<file path="src/rtl/link_fifo.sv">
// link_fifo: point-to-point channel buffer between two routers. Flits arrive and
// leave on 4-phase req/ack handshakes through a circular store; packets are counted both ways.
module link_fifo #(
    parameter int ID         = 0,
    parameter int WIDTH      = 8,
    parameter int FLITS      = 8,
    parameter int DEPTH      = 16,
    parameter int DEPTH_BITS = 4
) (
    input  logic                clk,
    input  logic                reset,
    input  logic                in_req,
    input  logic [WIDTH-1:0]    in_flit,
    output logic                in_ack,
    output logic                out_req,
    output logic [WIDTH-1:0]    out_flit,
    input  logic                out_ack,
    output logic [DEPTH_BITS:0] level,
    output logic [15:0]         pkts_in,
    output logic [15:0]         pkts_out,
    output logic                busy
);
    localparam int CNT_BITS = $clog2(FLITS);
    localparam logic [DEPTH_BITS:0] FULL_LEVEL = (DEPTH_BITS + 1)'(DEPTH);
    localparam logic [DEPTH_BITS:0] LEVEL_ONE  = (DEPTH_BITS + 1)'(1);
    localparam logic [DEPTH_BITS:0] LEVEL_ZERO = (DEPTH_BITS + 1)'(0);
    localparam logic [DEPTH_BITS-1:0] PTR_ONE  = DEPTH_BITS'(1);
    localparam logic [CNT_BITS-1:0] CNT_ONE    = CNT_BITS'(1);
    localparam logic [CNT_BITS-1:0] CNT_LAST   = CNT_BITS'(FLITS - 1);

    if (DEPTH != (1 << DEPTH_BITS)) begin : g_param_check
        $error("link_fifo %0d: DEPTH must equal 2**DEPTH_BITS", ID);
    end

    typedef enum logic {
        IN_IDLE = 1'b0,
        IN_ACK  = 1'b1
    } in_state_t;

    typedef enum logic [1:0] {
        OUT_IDLE = 2'd0,
        OUT_REQ  = 2'd1,
        OUT_WAIT = 2'd2
    } out_state_t;

    logic [WIDTH-1:0]      mem_r [DEPTH];
    in_state_t             in_state_r, in_state_nxt_s;
    out_state_t            out_state_r, out_state_nxt_s;
    logic [DEPTH_BITS-1:0] wr_ptr_r, rd_ptr_r;
    logic [DEPTH_BITS:0]   level_r, level_nxt_s;
    logic [CNT_BITS-1:0]   in_cnt_r, out_cnt_r;
    logic [15:0]           pkts_in_r, pkts_out_r;
    logic [WIDTH-1:0]      out_flit_r;
    logic                  in_ack_r, out_req_r, busy_r;
    logic                  write_s, launch_s, commit_s;

    // Upstream handshake: accept a flit whenever there is room, then wait for req to fall.
    always_comb begin
        in_state_nxt_s = in_state_r;
        write_s        = 1'b0;
        case (in_state_r)
            IN_IDLE: begin
                if (in_req && (level_r != FULL_LEVEL)) begin
                    write_s        = 1'b1;
                    in_state_nxt_s = IN_ACK;
                end else begin
                    in_state_nxt_s = IN_IDLE;
                end
            end
            IN_ACK: begin
                if (!in_req) begin
                    in_state_nxt_s = IN_IDLE;
                end else begin
                    in_state_nxt_s = IN_ACK;
                end
            end
            default: in_state_nxt_s = IN_IDLE;
        endcase
    end

    // Downstream handshake: the head entry is only released when the ack commits it.
    always_comb begin
        out_state_nxt_s = out_state_r;
        launch_s        = 1'b0;
        commit_s        = 1'b0;
        case (out_state_r)
            OUT_IDLE: begin
                if ((level_r != LEVEL_ZERO) && !out_ack) begin
                    launch_s        = 1'b1;
                    out_state_nxt_s = OUT_REQ;
                end else begin
                    out_state_nxt_s = OUT_IDLE;
                end
            end
            OUT_REQ: begin
                if (out_ack) begin
                    commit_s        = 1'b1;
                    out_state_nxt_s = OUT_WAIT;
                end else begin
                    out_state_nxt_s = OUT_REQ;
                end
            end
            OUT_WAIT: begin
                if (!out_ack) begin
                    out_state_nxt_s = OUT_IDLE;
                end else begin
                    out_state_nxt_s = OUT_WAIT;
                end
            end
            default: out_state_nxt_s = OUT_IDLE;
        endcase
    end

    // Occupancy: a write and a commit in the same cycle cancel out.
    always_comb begin
        level_nxt_s = level_r;
        if (write_s && !commit_s) begin
            level_nxt_s = level_r + LEVEL_ONE;
        end else if (commit_s && !write_s) begin
            level_nxt_s = level_r - LEVEL_ONE;
        end else begin
            level_nxt_s = level_r;
        end
    end

    // Flit storage; contents survive reset on purpose.
    always_ff @(posedge clk) begin
        if (write_s) begin
            mem_r[wr_ptr_r] <= in_flit;
        end
    end

    // Control state, pointers, counters and registered outputs.
    always_ff @(posedge clk or negedge reset) begin
        if (!reset) begin
            in_state_r  <= IN_IDLE;
            out_state_r <= OUT_IDLE;
            wr_ptr_r    <= '0;
            rd_ptr_r    <= '0;
            level_r     <= '0;
            in_cnt_r    <= '0;
            out_cnt_r   <= '0;
            pkts_in_r   <= 16'd0;
            pkts_out_r  <= 16'd0;
            out_flit_r  <= '0;
            in_ack_r    <= 1'b0;
            out_req_r   <= 1'b0;
            busy_r      <= 1'b0;
        end else begin
            in_state_r  <= in_state_nxt_s;
            out_state_r <= out_state_nxt_s;
            level_r     <= level_nxt_s;
            in_ack_r    <= (in_state_nxt_s == IN_ACK);
            out_req_r   <= (out_state_nxt_s == OUT_REQ);
            busy_r      <= (level_nxt_s != LEVEL_ZERO) || (in_state_nxt_s != IN_IDLE) ||
                           (out_state_nxt_s != OUT_IDLE);
            if (write_s) begin
                wr_ptr_r <= wr_ptr_r + PTR_ONE;
                in_cnt_r <= in_cnt_r + CNT_ONE;
                if (in_cnt_r == CNT_LAST) begin
                    pkts_in_r <= pkts_in_r + 16'd1;
                end
            end
            if (launch_s) begin
                out_flit_r <= mem_r[rd_ptr_r];
            end
            if (commit_s) begin
                rd_ptr_r  <= rd_ptr_r + PTR_ONE;
                out_cnt_r <= out_cnt_r + CNT_ONE;
                if (out_cnt_r == CNT_LAST) begin
                    pkts_out_r <= pkts_out_r + 16'd1;
                end
            end
        end
    end

    assign in_ack   = in_ack_r;
    assign out_req  = out_req_r;
    assign out_flit = out_flit_r;
    assign level    = level_r;
    assign pkts_in  = pkts_in_r;
    assign pkts_out = pkts_out_r;
    assign busy     = busy_r;
endmodule

</file>
<file path="config.mk">
export PLATFORM = sky130hd
export DESIGN_NAME = link_fifo
export DESIGN_NICKNAME = d
export VERILOG_FILES = /design/src/rtl/link_fifo.sv
export SDC_FILE = /design/constraint.sdc
export NUM_CORES = 1
export LEC_CHECK = 0
export ABC_AREA = 0
export BUFFER_PORTS_ARGS = -buffer_cell sky130_fd_sc_hd__buf_4
export CAP_MARGIN = 15
export CORE_MARGIN = 2
export CORE_UTILIZATION = 30
export CTS_BUF_LIST = sky130_fd_sc_hd__clkbuf_16
export DETAILED_ROUTE_END_ITERATION = 8
export SLEW_MARGIN = 20
export SYNTH_ARGS = -nofsm -noshare
export SYNTH_HDL_FRONTEND = slang
export SYNTH_SLANG_ARGS = --single-unit
export TNS_END_PERCENT = 1
</file>
<file path="constraint.sdc">
create_clock -name clk -period 4.4 [get_ports clk]
set_input_delay 0.88 -clock clk [delete_from_list [all_inputs] [get_ports clk]]
set_output_delay 0.88 -clock clk [all_outputs]
set_load 0.01 [all_outputs]
</file>
==> flow_summary.rst, run 1 <==
.. list-table::
   :header-rows: 1

   * - Metric
     - Value
   * - Final count of pins violating max slew
     - 0
   * - CTS max path bufs
     - 2
   * - Number of buffers inserted by port buffering
     - roughly 60
   * - Post-synth ARST share
     - approximately a third
   * - FMAX
     - about 0.38 GHz
   * - H-tree levels
     - 4
   * - Die outline width
     - between 150 and 200 um
   * - Count of distinct cell types in the synthesized netlist
     - 50
   * - I/O pin cnt
     - 60
   * - Minimum period implied by the final worst setup slack
     - around 2.6 ns
   * - Transition time at the pin with the least slew margin
     - approximately 1.1 ns
   * - Startpoint type of the worst setup path
     - flop
   * - Post-Synthesis Cell Area
     - about 7800 sq um
   * - Maximum number of pins on one net before global-route repair
     - between 60 and 70
   * - Total negative slack
     - 0 ns
   * - Number of sinks handled by clock tree synthesis
     - about 190
   * - Number of maximum-capacitance constraint violations
     - 0
   * - Total detailed-routing wirelength
     - about 15000 um
   * - Routability cong.
     - ~0.8
   * - Highest fanout seen on the critical path
     - 17
   * - Seq. cell area
     - approximately 5400 sq um
   * - Count of flip-flops with a built-in enable after synthesis
     - 128
   * - Unrepaired setup endpoints after global routing
     - false
   * - Biggest area contributors in the synthesized netlist
     - sky130_fd_sc_hd__edfxtp_1 49%, sky130_fd_sc_hd__dfrtp_1 21%, sky130_fd_sc_hd__mux4_2 9.3%
   * - Clock latency on the worst-skew pair
     - around 0.43 ns
   * - Crit end category
     - flop
   * - Post-route DRC
     - 0
   * - Sequence of cells on the critical path
     - inv_1 > ha_1 > and4bb_4 > nor2_8 > nand2_1 > nor3_1
   * - Area fraction of the dominant cell type after synthesis
     - about half
   * - First-pass GRT wire length
     - 24000 um
   * - DRC marker count from the first detailed-route iteration
     - around 370
   * - Reg clk slew, reported paths
     - roughly 0.070 ns
   * - Total half-perimeter wirelength after legalization and detailed placement
     - 10500 um
   * - Portion of the post-synthesis area used by sequential elements
     - a little over two thirds
   * - Final hold violations
     - 0
   * - Initial cell density of the core
     - a little under a third
   * - Die Y-Extent
     - between 150 and 200 um
   * - Detailed-route wire length per cell
     - approximately 18 um
   * - Outcome
     - finished, final reports clean
   * - Remaining Overflow, GRT
     - 0
   * - Initial antenna violation count
     - 0
   * - Net total in the final layout
     - 553
   * - Vias after detailed routing
     - around 4100
   * - Setup Buffers After CTS
     - 0
   * - CTS Hold Buffers Added
     - 0
   * - Master of the slowest instance on the critical path
     - sky130_fd_sc_hd__nor3_1
   * - Remaining antenna violation count after routing
     - 0
   * - Multi-input combinational cell area
     - roughly 2200 sq um
   * - Worst hold-check slack
     - about 0.47 ns
   * - Number of global-route vias before repair
     - about 4200
   * - Count of cells resized by post-cts repair
     - 0
   * - Area of the core region
     - 25300 sq um
   * - Prevailing post-synth register cell
     - sky130_fd_sc_hd__edfxtp_1
   * - Post-DR vias/cell
     - 4.75
   * - Number of antenna repair diodes
     - 0
   * - TritonCTS clock tree
     - built
   * - Share of the cycle needed by the critical path after routing
     - between 50% and 60%
   * - YS warnings
     - 0
   * - 1st-pass router iterations
     - 6
   * - TritonCTS buffer count
     - 17
   * - CP Class
     - reg -> reg
   * - Net count after synthesis
     - 492
   * - Relative slew slack
     - around 29%
   * - Largest area contributor in the netlist
     - sky130_fd_sc_hd__edfxtp_1
   * - Leak
     - 3.39 nW
   * - Fill cell count
     - between 2000 and 2500
   * - CTS Root Cell
     - sky130_fd_sc_hd__clkbuf_16
   * - Area growth from synthesis to final layout
     - 17.7%
   * - Total of endpoints with negative setup slack in the final report
     - 0
   * - Area of the die
     - about 27000 sq um
   * - Pwr per Cell Area
     - between 500 and 600 nW/um^2
   * - Number of cells produced by synthesis
     - approximately 470
   * - Post-synthesis sequential element count
     - 192
   * - Std cell rows
     - 58
   * - Setup Skew
     - between 0.01 and 0.015 ns
   * - Pre-CTS setup slack
     - 1.38 ns
   * - Min-Delay Path Class
     - reg -> reg
   * - Fraction of layout instances using a drive strength above 1
     - about 26%
   * - Syn Area/Cell
     - approximately 17 sq um
   * - Delay of the slowest critical-path stage
     - about 0.83 ns
   * - Worst Path Required
     - approximately 4.5 ns
   * - Total power consumption of the routed design
     - 5.15 mW
   * - Crit path setup slack, layout
     - approximately 1.8 ns
   * - Crit path arrival time
     - between 2 and 3 ns
   * - VDD IR max
     - ~0.3 mV
   * - Global-route total usage across every layer
     - about an eighth
## state kept, by name (all words and copies together), names as in the netlist, 2 cells and up
name,flops
pkts_in,16
out_state_r,2
in_cnt_r,3
out_flit,8
mem_r,128
out_cnt_r,3
pkts_out,16
wr_ptr_r,4
level,5
rd_ptr_r,4
## per-stage QoR
stage / std cells / util (%) / cell area [sq um]
finish: 871 / 36.2 / 9160
global route: 871 / 36.2 / 9160
CTS: 871 / 36.1 / 9140
detailed placement: 839 / 33.8 / 8560
global placement: 839 / 33.8 / 8560
floorplan: 467 / - / 7780
## final cells by class
class	count	share of cell area, %
clock buffer	17	4.65
clock inverter	15	1.71
inverter	8	0.328
multi-input combinational	249	24.4
sequential	192	59.5
tap	330	4.51
timing repair buffer	60	4.92
## path summary, 6_finish.rpt
path,from,end,slack (ns),cells after the start
worst max-delay path,level[0]$_DFF_PN0_,mem_r[0][1]$_DFFE_PP_,1.77,6
worst min-delay path,pkts_in[15]$_DFFE_PN0P_,pkts_in[15]$_DFFE_PN0P_,0.47,1
worst max register to register,level[0]$_DFF_PN0_,mem_r[0][1]$_DFFE_PP_,1.77,6
worst min register to register,pkts_in[15]$_DFFE_PN0P_,pkts_in[15]$_DFFE_PN0P_,0.47,1
max in group asynchronous,reset,rd_ptr_r[0]$_DFFE_PN0P_,3.27,1
min in group asynchronous,reset,pkts_in[12]$_DFFE_PN0P_,0.56,1
## logic make-up after synthesis
group / count (synthesis) / synth area share [%]
flops: 192 / 70.0
simple gates: 122 / 8.33
xor+xnor: 42 / 4.73
compound gates: 36 / 3.54
mux: 36 / 9.84
buf+inv: 26 / 1.46
fa+ha+maj: 13 / 2.09
## worst max-delay path: cells and delay by family (launching register included)
family / cells / cell delay [ns]
AND/OR/NAND/NOR: 4 / 1.49
flip-flops: 1 / 0.42
adder cells (fa/ha/maj): 1 / 0.24
buffers and inverters: 1 / 0.09
## where the power goes
group | internal, mW | switching [mW] | leakage (nW)
clock | 0.800 | 0.685 | 0.289
combinational | 0.623 | 0.605 | 1.13
sequential | 2.15 | 0.286 | 1.98
## cells in the final DEF, fill, tap and decap left out, drive strengths merged, types with 2 or more instances in the layout
cell and n:
nand2b 4, nand2 41, buf 60, and2 2
and3 4, nor3 7, edfxtp 128, mux2 4
ha 13, dfrtp 64, o21ai 11, clkinv 9
nor2 20, nand3 19, xor2 14, inv 13
clkbuf 17, a221oi 8, nor2b 3, or2 2
xnor2 28, mux4 32, o211ai 2, nor4 3
a22o 8, nand4 7
## synthesized netlist by cell type (2+ instances only)
library cell and n:
sky130_fd_sc_hd__mux2_2 4, sky130_fd_sc_hd__buf_4 2, sky130_fd_sc_hd__xnor2_1 28, sky130_fd_sc_hd__and2_1 2, sky130_fd_sc_hd__edfxtp_1 128, sky130_fd_sc_hd__nand3_1 19, sky130_fd_sc_hd__a22o_1 8, sky130_fd_sc_hd__o21ai_1 5
sky130_fd_sc_hd__and3_1 4, sky130_fd_sc_hd__dfrtp_1 64, sky130_fd_sc_hd__nor2b_1 3, sky130_fd_sc_hd__ha_1 13, sky130_fd_sc_hd__nand4_1 7, sky130_fd_sc_hd__nand2b_1 4, sky130_fd_sc_hd__a221oi_1 8, sky130_fd_sc_hd__inv_1 8
sky130_fd_sc_hd__nor2_1 19, sky130_fd_sc_hd__nor3_1 7, sky130_fd_sc_hd__buf_2 7, sky130_fd_sc_hd__clkbuf_1 3, sky130_fd_sc_hd__o21ai_0 6, sky130_fd_sc_hd__mux4_2 32, sky130_fd_sc_hd__xor2_1 14, sky130_fd_sc_hd__nand2_1 41
sky130_fd_sc_hd__buf_1 6
## routing by layer
layer  routed length, um  vias up  GRT usage, %
li1                    -     1897             -
met1                6690     2114          15.3
met2                7740      109          20.0
met3                 837       13          3.21
met4                 150        0          3.40
met5                   0        -             0
No activity file was read; power rests on OpenSTA's default activity.
==> run 2, diff against run 1 <==
==> constraint.sdc (replaced) <==
create_clock -name clk -period 2.7 [get_ports clk]
set_input_delay 0.54 -clock clk [delete_from_list [all_inputs] [get_ports clk]]
set_output_delay 0.54 -clock clk [all_outputs]
set_load 0.01 [all_outputs]
==> run 2 against run 1 <==
Effect of this change: first-iteration DRC count shrank 4.6%; highest routed layer unchanged; cell area grew 1.4%; count of clock-buffer cells in the layout is the same; register-to-register slack lost 1.4 ns; non-clock buffer count grew 22; sequential power grew 58%.
==> flow_summary.rst, run 2 (synthesis gave the netlist of run 1 again) <==
.. list-table::
   :header-rows: 1

   * - Metric
     - Value
   * - Minimum period implied by the final worst setup slack
     - between 2 and 2.5 ns
   * - Remaining antenna violation count after routing
     - 0
   * - TritonCTS buffer count
     - 17
   * - Switch share
     - approximately 31%
   * - Post-DR vias/cell
     - around 4.7
   * - Part of the power in registers
     - between 40% and 50%
   * - I/O pin cnt
     - 60
   * - Setup Skew
     - a little over 0.007 ns
   * - Most frequent cells in the layout
     - 128 x sky130_fd_sc_hd__edfxtp_1, 81 x sky130_fd_sc_hd__buf_4, 63 x sky130_fd_sc_hd__dfrtp_1
   * - Unrepaired setup endpoints after global routing
     - false
   * - Startpoint type of the worst setup path
     - flop
   * - Count of cells resized by post-cts repair
     - 0
   * - Area of the die
     - roughly 27000 sq um
   * - Master of the slowest instance on the critical path
     - sky130_fd_sc_hd__or4b_1
   * - Placed Instance Area
     - ~8700 sq um
   * - Die outline width
     - between 150 and 200 um
   * - Number of sinks handled by clock tree synthesis
     - around 190
   * - Remaining Overflow, GRT
     - 0
   * - Vias after detailed routing
     - about 4200
   * - Outcome
     - finished, final reports clean
   * - Setup Buffers After CTS
     - 0
   * - Number of maximum-capacitance constraint violations
     - 0
   * - Number of placed cells counting well taps
     - between 800 and 900
   * - Transition time at the pin with the least slew margin
     - approximately 0.81 ns
   * - Number of antenna repair diodes
     - 0
   * - FMAX
     - around 0.43 GHz
   * - Number of buffers inserted by port buffering
     - 59
   * - Total detailed-routing wirelength
     - around 16000 um
   * - Std cell rows
     - just under 60
   * - CTS Root Cell
     - sky130_fd_sc_hd__clkbuf_16
   * - Leak
     - roughly 3.5 nW
   * - Net Sw Power
     - approximately 2.6 mW
   * - Initial antenna violation count
     - 0
   * - TritonCTS clock tree
     - built
   * - Net total in the final layout
     - roughly 580
   * - Total of endpoints with negative setup slack in the final report
     - 0
   * - Post-route DRC
     - 0
   * - Post-route standard cell area excluding fillers
     - ~9300 sq um
   * - Relative slew slack
     - roughly 46%
   * - CP Class
     - reg -> reg
   * - Delay of the slowest critical-path stage
     - about 0.46 ns
   * - Final hold violations
     - 0
   * - First-pass GRT wire length
     - 24700 um
   * - Reg clk slew, reported paths
     - 0.07 ns
   * - Number of global-route vias before repair
     - roughly 4400
   * - Share of the cycle needed by the critical path after routing
     - between 80% and 90%
   * - Global-route total usage across every layer
     - approximately an eighth
   * - Largest register FFs
     - 128
   * - Clock share of power
     - 28.0%
   * - Crit path arrival time
     - 2.61 ns
   * - Area of the core region
     - 25300 sq um
   * - Crit end category
     - flop
   * - Final std cells w/o fill
     - between 800 and 900
   * - Maximum number of pins on one net before global-route repair
     - 65
   * - CTS Hold Buffers Added
     - 0
   * - CTS max path bufs
     - 2
   * - Commonest non-fill, non-tap cell in the layout
     - sky130_fd_sc_hd__edfxtp_1
   * - Die Y-Extent
     - ~170 um
   * - Total half-perimeter wirelength after legalization and detailed placement
     - 10600 um
   * - Relative contribution of combinational cells to total power
     - a little over a quarter
   * - Area growth from synthesis to final layout
     - 19.4%
   * - Highest fanout seen on the critical path
     - 17
   * - Routability cong.
     - about 0.84
   * - H-tree levels
     - 4
   * - Worst Path Required
     - roughly 3.0 ns
   * - Sequence of cells on the critical path
     - inv_1 > ha_1 > and4bb_4 > nor2_8 > o2111ai_1 > nor4_1 > or4b_1
   * - Fraction of layout instances using a drive strength above 1
     - 28.1%
   * - Final count of pins violating max slew
     - 0
   * - 1st-pass router iterations
     - 4
   * - Pwr per Cell Area
     - 906 nW/um^2
   * - Clock latency on the worst-skew pair
     - between 0.4 and 0.5 ns
   * - Worst path buffer plus inverter count
     - 1
   * - Detailed-route wire length per cell
     - 17.5 um
   * - Total negative slack
     - 0 ns
   * - Top cell family by delay on the critical path
     - simple AND/OR/NAND/NOR gates
   * - Initial cell density of the core
     - a little under a third
   * - VDD IR max
     - about 0.44 mV
   * - Internal power
     - slightly below 6 mW
   * - Most flops, register
     - mem_r
   * - Total power consumption of the routed design
     - 8.42 mW
   * - Min-Delay Path Class
     - in -> async
   * - DRC marker count from the first detailed-route iteration
     - about 350
## run 2: cell types whose count changed in the layout (fill, tap and decap cells not counted), sizes merged
| cell | before | now |
|---|---|---|
| bufinv | 1 | 0 |
| clkinv | 9 | 5 |
| clkinvlp | 0 | 2 |
| inv | 13 | 16 |
| buf | 60 | 82 |
## run 2: stage by stage
stage / util [%] / hold WS [ns] / setup slack (ns)
after CTS: 36.7 / 0.228 / 0.387
final: 36.7 / 0.206 / 0.382
after global placement: 34.5 / 0.461 / 0.476
after global routing: 36.7 / 0.266 / 0.274
after floorplan: - / 0.244 / 0.110
after detailed placement: 34.5 / 0.466 / 0.379
## run 2: path summary, 6_finish.rpt
check,startpoint,end,cells past startpoint,slack (ns)
worst max-delay path,level[0]$_DFF_PN0_,busy$_DFF_PN0_,7,0.38
worst min-delay path,reset,pkts_in[12]$_DFFE_PN0P_,1,0.21
worst max register to register,level[0]$_DFF_PN0_,busy$_DFF_PN0_,7,0.38
worst min register to register,pkts_in[15]$_DFFE_PN0P_,pkts_in[15]$_DFFE_PN0P_,1,0.47
max in group asynchronous,reset,rd_ptr_r[0]$_DFFE_PN0P_,1,1.92
min in group clk,in_req,in_ack$_DFF_PN0_,2,0.39
## run 2: area by class of cell
type,count,area [sq um]
Fill cell,2337,16000
Sequential cell,192,5450
Inverter,8,30.0
Timing Repair Buffer,82,628
Clock buffer,17,425
Tap cell,330,413
Multi-Input combinational cell,249,2220
Clock inverter,15,124
## run 2: power by group through the flow
stage | combinational [mW] | sequential (mW) | clock [mW]
6_report | 2.22 | 3.84 | 2.35
5_1_grt | 2.42 | 3.89 | 2.53
4_1_cts | 2.25 | 3.84 | 2.42
3_5_place_dp | 2.24 | 3.90 | 0
3_3_place_gp | 2.18 | 3.88 | 0
2_1_floorplan | 1.51 | 3.81 | 0
## run 2: metal layers
metal	part of all wire, %	GRT usage, %
met1	45	15.8
met2	49	20.0
met3	5.2	3.09
met4	1.1	4.03
met5	0	0
==> run 3, diff against run 2 <==
--- a/config.mk
+++ b/config.mk
@@ -8,10 +8,13 @@
 export ABC_AREA = 0
 export BUFFER_PORTS_ARGS = -buffer_cell sky130_fd_sc_hd__buf_4
 export CAP_MARGIN = 15
+export CELL_PAD_IN_SITES_DETAIL_PLACEMENT = 1
+export CELL_PAD_IN_SITES_GLOBAL_PLACEMENT = 1
 export CORE_MARGIN = 2
 export CORE_UTILIZATION = 30
 export CTS_BUF_LIST = sky130_fd_sc_hd__clkbuf_16
 export DETAILED_ROUTE_END_ITERATION = 8
+export PLACE_DENSITY_LB_ADDON = 0.1
 export SLEW_MARGIN = 20
 export SYNTH_ARGS = -nofsm -noshare
 export SYNTH_HDL_FRONTEND = slang
==> run 3 against run 2 <==
Effect of this change: global-route usage up 1.3 points; first-iteration DRC count down 31%; worst setup slack worse by 0.028 ns; cell count unchanged; largest cell class unchanged; highest routed layer unchanged; register-to-register slack worse by 0.03 ns; via count down 0.12%; count of clock-buffer cells in the layout unchanged; flip-flop and latch count unchanged; critical path depth down 1; non-clock buffer count unchanged; sequential share of layout area down 0.38 points.
==> flow_summary.rst, run 3 (synthesis gave the netlist of run 1 again) <==
.. list-table::
   :header-rows: 1

   * - Metric
     - Value
   * - Setup Buffers After CTS
     - 0
   * - Minimum period implied by the final worst setup slack
     - between 2 and 2.5 ns
   * - Reg clk slew, reported paths
     - 0.08 ns
   * - CTS max path bufs
     - 2
   * - Count of cells resized by post-cts repair
     - 0
   * - Fill cell count
     - roughly 2500
   * - Post-DR vias/cell
     - 4.72
   * - TritonCTS clock tree
     - built
   * - FMAX
     - around 0.43 GHz
   * - Transition time at the pin with the least slew margin
     - 0.841 ns
   * - Total of endpoints with negative setup slack in the final report
     - 0
   * - Std cell rows
     - 58
   * - Die Y-Extent
     - roughly 170 um
   * - CTS Root Cell
     - sky130_fd_sc_hd__clkbuf_16
   * - Initial cell density of the core
     - between 30% and 40%
   * - Number of global-route vias before repair
     - around 4600
   * - Routability cong.
     - between 0.7 and 0.8
   * - Pwr per Cell Area
     - ~920 nW/um^2
   * - DRC marker count from the first detailed-route iteration
     - between 200 and 250
   * - Unrepaired setup endpoints after global routing
     - false
   * - Number of buffers inserted by port buffering
     - 59
   * - Share of the cycle needed by the critical path after routing
     - 86.9%
   * - Maximum number of pins on one net before global-route repair
     - 65
   * - Most flops, register
     - mem_r
   * - Relative contribution of combinational cells to total power
     - between 20% and 30%
   * - VDD IR max
     - approximately 0.46 mV
   * - Startpoint type of the worst setup path
     - flop
   * - Seq. cell area
     - approximately 5400 sq um
   * - 1st-pass router iterations
     - 4
   * - Leak
     - between 3 and 4 nW
   * - Outcome
     - finished, final reports clean
   * - Clock share of power
     - 29.3%
   * - Fraction of layout instances using a drive strength above 1
     - roughly 28%
   * - Sequence of cells on the critical path
     - inv_1 > ha_1 > or3b_1 > o31a_2 > nor4_1 > or4b_1
   * - Multi-input combinational cell area
     - 2220 sq um
   * - Net Sw Power
     - approximately 2.7 mW
   * - Highest fanout seen on the critical path
     - 5
   * - Setup Skew
     - ~0.011 ns
   * - CP Class
     - reg -> reg
   * - Detailed-route wire length per cell
     - about 19 um
   * - Master of the slowest instance on the critical path
     - sky130_fd_sc_hd__or4b_1
   * - TritonCTS buffer count
     - 17
   * - CTS Hold Buffers Added
     - 0
   * - Final count of pins violating max slew
     - 0
   * - I/O pin cnt
     - 60
   * - Area of the core region
     - approximately 25000 sq um
   * - Clock latency on the worst-skew pair
     - around 0.43 ns
   * - Total detailed-routing wirelength
     - roughly 17000 um
   * - Most frequent cells in the layout
     - 128 x sky130_fd_sc_hd__edfxtp_1, 80 x sky130_fd_sc_hd__buf_4, 63 x sky130_fd_sc_hd__dfrtp_1
   * - First-pass GRT wire length
     - 27000 um
   * - Switch share
     - between 30% and 40%
   * - Number of sinks handled by clock tree synthesis
     - ~190
   * - Largest register FFs
     - around 130
   * - Crit end category
     - flop
   * - Die outline width
     - 165 um
   * - Total power consumption of the routed design
     - 8.63 mW
   * - Net total in the final layout
     - 575
   * - Remaining antenna violation count after routing
     - 0
   * - Relative slew slack
     - a little over two fifths
   * - Delay of the slowest critical-path stage
     - between 0.4 and 0.5 ns
   * - Area growth from synthesis to final layout
     - 20.2%
   * - Part of the power in registers
     - ~44%
   * - Crit path arrival time
     - approximately 2.7 ns
   * - Total negative slack
     - 0 ns
   * - H-tree levels
     - 4
   * - Number of antenna repair diodes
     - 0
   * - Remaining Overflow, GRT
     - 0
   * - Commonest non-fill, non-tap cell in the layout
     - sky130_fd_sc_hd__edfxtp_1
   * - Final hold violations
     - 0
   * - Vias after detailed routing
     - around 4200
   * - Initial antenna violation count
     - 0
   * - Area of the die
     - between 20000 and 30000 sq um
   * - Global-route total usage across every layer
     - between 10 and 15%
   * - Internal power
     - just under 6 mW
   * - Number of maximum-capacitance constraint violations
     - 0
   * - Total half-perimeter wirelength after legalization and detailed placement
     - between 10000 and 15000 um
   * - Worst Path Required
     - between 3 and 4 ns
   * - Post-route DRC
     - 0
   * - Min-Delay Path Class
     - in -> async
## run 3: power by group through the flow
stage / clock [mW] / sequential, mW / combinational (mW)
final: 2.53 / 3.81 / 2.29
after CTS: 2.62 / 3.81 / 2.37
after global routing: 2.74 / 3.86 / 2.55
after detailed placement: 0 / 3.87 / 2.37
after floorplan: 0 / 3.81 / 1.51
after global placement: 0 / 3.85 / 2.32
## run 3: worst max-delay path: cells and delay by family (launching register included)
| family | cells | cell delay [ns] |
|---|---|---|
| adders and majority gates | 1 | 0.23 |
| DFF | 1 | 0.44 |
| buffers and inverters | 1 | 0.11 |
| AOI/OAI and AO/OA | 1 | 0.31 |
| and+or+nand+nor | 3 | 1.13 |
## run 3: path summary, 6_finish.rpt
kind                                           from                        to  slack, ns  cells past startpoint
hold reg to reg            out_cnt_r[0]$_DFFE_PN0P_  out_cnt_r[0]$_DFFE_PN0P_       0.48                      1
setup / recovery                 level[0]$_DFF_PN0_            busy$_DFF_PN0_       0.35                      6
min in group clk                             in_req          in_ack$_DFF_PN0_       0.37                      2
setup reg to reg                 level[0]$_DFF_PN0_            busy$_DFF_PN0_       0.35                      6
max in group asynchronous                     reset   rd_ptr_r[0]$_DFFE_PN0P_       1.89                      1
hold / removal                                reset   pkts_in[15]$_DFFE_PN0P_       0.19                      1
## run 3: per-stage QoR
stage	utilization (%)	area, sq um	hold slack, ns	instances	setup WS, ns
finish	36.9	9350	0.187	893	0.354
global route	36.9	9350	0.257	893	0.183
CTS	36.9	9350	0.237	893	0.340
detailed placement	34.5	8750	0.471	861	0.354
global placement	34.5	8750	0.461	861	0.392
floorplan	-	7780	0.244	467	0.110
## run 3: final cells by class
type | count | area share, %
sequential | 192 | 58.3
multi-input combinational | 249 | 23.7
inverter | 8 | 0.321
timing repair buffer | 82 | 6.85
clock inverter | 15 | 1.85
tap | 330 | 4.42
clock buffer | 17 | 4.55
## run 3: metal layers
metal	GRT usage (%)	vias up	wire length, um
met5	0	-	0
met2	22.2	61	8250
met4	3.79	0	153
li1	-	1936	-
met1	18.1	2208	8090
met3	2.61	13	519
